$ cat src/rtl/alu_pkg.sv
// Shared ALU definitions: opcode encodings and the default operand width.
package alu_pkg;

   localparam int ALU_WIDTH = 3;

   // Only the multiply opcode is consumed here; 00/01/10 belong to sibling units.
   localparam logic [1:0] OP_MUL = 2'b11;

endpackage : alu_pkg

$ cat src/rtl/array_mult.sv
// Combinational unsigned WIDTH x WIDTH array multiplier.
// AND-gate partial products summed through ripple-carry adder rows.
module array_mult #(
   parameter int WIDTH = 3
) (
   input  logic [WIDTH-1:0]   a_i,
   input  logic [WIDTH-1:0]   b_i,
   output logic [2*WIDTH-1:0] prod_o
);

   localparam int PW = 2 * WIDTH;

   logic [PW-1:0] acc   [0:WIDTH];
   logic [PW-1:0] pp_row;
   logic          carry;

   // Row i adds (a & b[i]) << i into the running sum; each row is a bit-serial ripple chain.
   always_comb begin
      for (int r = 0; r <= WIDTH; r++) begin
         acc[r] = '0;
      end
      pp_row = '0;
      carry  = 1'b0;
      for (int i = 0; i < WIDTH; i++) begin
         pp_row = {{WIDTH{1'b0}}, (a_i & {WIDTH{b_i[i]}})} << i;
         carry  = 1'b0;
         for (int k = 0; k < PW; k++) begin
            acc[i+1][k] = acc[i][k] ^ pp_row[k] ^ carry;
            carry       = (acc[i][k] & pp_row[k]) | (carry & (acc[i][k] ^ pp_row[k]));
         end
      end
   end

   // The full-precision product never overflows 2*WIDTH bits, so the final carry is always 0.
   assign prod_o = acc[WIDTH];

endmodule : array_mult

$ cat src/rtl/multiplier_alu.sv
// Registered unsigned multiplier slice of the ALU. Loads A*B when enabled
// with the multiply opcode; otherwise holds the last product.
module multiplier_alu
   import alu_pkg::*;
#(
   parameter int WIDTH = ALU_WIDTH
) (
   input  logic               clk,
   input  logic               rst_n,
   input  logic               en,
   input  logic [1:0]         op,
   input  logic [WIDTH-1:0]   A,
   input  logic [WIDTH-1:0]   B,
   output logic [2*WIDTH-1:0] Doutmult
);

   logic                 load;
   logic [2*WIDTH-1:0]   prod;
   logic [2*WIDTH-1:0]   dout_d;
   logic [2*WIDTH-1:0]   dout_q;

   array_mult #(
      .WIDTH (WIDTH)
   ) u_array_mult (
      .a_i    (A),
      .b_i    (B),
      .prod_o (prod)
   );

   assign load = en && (op == OP_MUL);

   // Next product: new value on a qualifying edge, otherwise hold (no clearing on other opcodes).
   always_comb begin
      dout_d = dout_q;
      if (load) begin
         dout_d = prod;
      end
   end

   // Output register; reset clears it immediately and dominates any load.
   always_ff @(posedge clk or negedge rst_n) begin
      if (!rst_n) begin
         dout_q <= '0;
      end else begin
         dout_q <= dout_d;
      end
   end

   assign Doutmult = dout_q;

endmodule : multiplier_alu

$ cat config.mk
export PLATFORM = sky130hd
export DESIGN_NAME = multiplier_alu
export DESIGN_NICKNAME = d
export VERILOG_FILES = /design/src/rtl/alu_pkg.sv /design/src/rtl/array_mult.sv /design/src/rtl/multiplier_alu.sv
export SDC_FILE = /design/constraint.sdc
export NUM_CORES = 1
export LEC_CHECK = 0
export CORE_AREA = 3 3 40 42
export DETAILED_ROUTE_END_ITERATION = 10
export DIE_AREA = 0 0 43 45
export HOLD_SLACK_MARGIN = 0.1
export SYNTH_ARGS = -nofsm -noshare
export SYNTH_HDL_FRONTEND = slang
export SYNTH_SLANG_ARGS = --single-unit
$ cat constraint.sdc
create_clock -name clk -period 0.8 [get_ports clk]
set_clock_uncertainty 0.1 [all_clocks]
set_input_delay 0.08 -clock clk [delete_from_list [all_inputs] [get_ports clk]]
set_output_delay 0.08 -clock clk [all_outputs]
set_load 0.02 [all_outputs]
==> results.md <==
- Status: finished, violations left
- Failing checks: negative hold slack, negative setup slack
- Remaining antenna violation count: 0
- Maxcap violations: 0
- Area growth syn-to-layout: 85.1%
- Adder-cell area share of the yosys netlist: 23.8%
- Nets: 82
- Number of synthesized flops with an enable pin: 0
- Worst-Skew Late Latency: 0.25 ns
- Critical-path maximum fanout: 2
- Post-synthesis mux area share: 18.3%
- Cell row count: 13
- Crit path required time: 0.86 ns
- Pwr Density: 1740 nW/um^2
- First-pass GRT wire length: 1.38 mm
- Fill cells: 115
- Post-synth top area share: 36.6%
- DRC Markers: 0
- Share of layout cells above drive strength 1: 62.5%
- Wire per inst: 10.8 um
- Hold slack: -0.0306 ns
- Die height: 45 um
- Avg Cell Area, Syn: 12.4 sq um
- Max Clock Freq: 511 MHz
- Number of diodes: 0
- Worst Max-Slew Pin Slew: 0.263 ns
- Overall Global Routing Usage: 10.3%
- Core Region: 1280 sq um
- Ys async rst share: 100%
- CTS tree: done
- Startpoint types: input port
- Post-Route Setup TNS: -4.92 ns
- Drt first pass iters: 2
- Combinational family with the most area after synthesis: adder cells
- Maximum buffer depth of the clock tree: 2
- CTS sink cnt: 6
- Full die area: 1940 sq um
- Crit end category: register
- Fin. max-slew vios: 0
- Post-synth top area cell: dfrtp_1
- Max FFs per register: 6
- Initial Util: 31.9%
- Met3 WL: 96 um
- Most frequent cell after synthesis: and2_1
- Period minus WS final: 1.96 ns
- Finish-stage setup viols: 11
- DRT iter0 DRCs: 1
- Post-Layout Inst Area: 759 sq um
- H-tree depth: 1
- Gr ovfl total: 0
- Multi-input logic area: 294 sq um
- Synth Area in Compound Gates: 0%
- Die Wd: 43 um
- Peak supply drop: 0.000771 V
- Vias in the first global route: 360
- Fin. Hold Viols: 7
- Vias: 345
- Dominant cells by area after synthesis: dfrtp_1 (37%), fa_1 (15%), mux2_4 (11%)
- Most frequent cells after synthesis: and2_1 (7), dfrtp_1 (6), inv_1 (5)
- CTS Root Cell: clkbuf_4
- Post-DP HPWL: 745 um
- TritonCTS buffer count: 3
- Gpl congestion: 0.687
- XOR/XNOR Fraction of Synth Area: 0%
- Simple-Gate Fraction of Synth Area: 16.8%
- CP arrival: 2.02 ns
- Mapped cell area: 410 sq um
- Critical path class: input port to register
- Vias per std cell: 4.37
- M1 WL: 289 um
- RSZ-0062 raised after global routing: yes
- Most used DFF post-synth: dfrtp_1
- Synth warnings: 0
- # port buffers: 16
- Yosys cell types: 9
- Leakage: 0.373 nW
- Final WS setup: -1.16 ns
- Max Used Layer: met4
- Placed Area: 698 sq um
- Antenna violations before repair: 0
- Post-synthesis sequential area ratio: 36.6%
- Final WL: 857 um
- Mapped Cells: 33
- Seq. cell area: 151 sq um
- Metal2 WL: 446 um
- Tcrit/Tclk final: 245%
- Syn nets: 50
- Worst Setup Slack post-DPL: -1.80 ns
- I/O pin count: 17
- Worst Hold Class: input port to async pin
- Final core occ: 59.1%
- Pin count of the biggest net entering global routing: 7
- Reg clk slew, reported paths: 0.05 ns
- Flops & latches, synth: 6
- Worst rel slew slack: 82.4%
timing repair:
action / in CTS / in global routing
endpoints found under the hold margin: 7 / 7
setup endpoints to repair: 12 / 11
setup buffers: 1 / 2
cloned: 0 / 0
resized for setup: 64 / 0
pin swaps: 10 / 4
cell type report:
type	count	share of cell area, %
multi-input cells	22	38.7
repair buffers	27	32.9
well taps	15	2.47
clock buffers	4	3.46
flip-flops and latches	6	19.9
inverters	5	2.47
critical path, stage by stage:
cell,delay (ns)
buf_6,0.09
and2_4,0.15
ha_4,0.15
fa_2,0.37
ha_4,0.23
fa_2,0.38
inv_2,0.06
fa_1,0.39
mux2i_1,0.13
power breakdown:
group          leakage [nW]  internal [mW]  switching (mW)
registers            0.0744          0.375          0.0493
logic                 0.283          0.377           0.223
clock network        0.0150          0.189           0.110
metrics by stage:
stage | hold WS, ns | cells | power (mW)
6_report | -0.0306 | 79 | 1.32
5_1_grt | -0.0176 | 79 | 1.41
4_1_cts | -0.0249 | 77 | 1.33
3_5_place_dp | 0.234 | 72 | 0.993
3_3_place_gp | 0.233 | 72 | 0.983
2_1_floorplan | -0.316 | 33 | 0.666
per-layer routing:
| metal | vias to the layer above | global-route usage, % |
|---|---|---|
| met5 | - | 0 |
| met2 | 19 | 19.2 |
| met3 | 4 | 1.99 |
| li1 | 166 | - |
| met4 | 0 | 9.04 |
| met1 | 156 | 9.41 |
worst paths after layout:
kind / slack [ns] / startpoint / cells past startpoint / endpoint
worst max-delay path: -1.16 / A[1] / 9 / Doutmult[4]
worst min register to register: 0.43 / Doutmult[0] / 2 / Doutmult[0]
worst max register to register: -0.19 / Doutmult[1] / 2 / Doutmult[1]
max in group asynchronous: 0.40 / rst_n / 1 / Doutmult[1]
min in group clk: -0.02 / B[0] / 3 / Doutmult[0]
worst min-delay path: -0.03 / rst_n / 1 / Doutmult[2]
placed cells by master, fill, tap and decap left out:
cell             count
mux2_4               3
buf_2                1
dfrtp_1              5
mux2i_1              3
dfrtp_2              1
clkbuf_4             3
fa_2                 2
fa_1                 1
and2_1               3
ha_4                 3
clkbuf_1             1
buf_4               10
and2_4               4
inv_2                1
nand3_4              1
dlygate4sd2_1        3
buf_6               10
nand2_1              2
clkdlybuf4s50_1      2
clkdlybuf4s15_2      1
inv_1                4
logic make-up (layout without fill, tap and decap cells):
family                   count (synthesis)  after routing
flip-flops                               6              6
AND/OR/NAND/NOR                         10             10
buffers and inverters                    5             36
multiplexers                             6              6
adder cells (fa/ha/maj)                  6              6
Note: power is estimated with default switching activity, not from simulation.
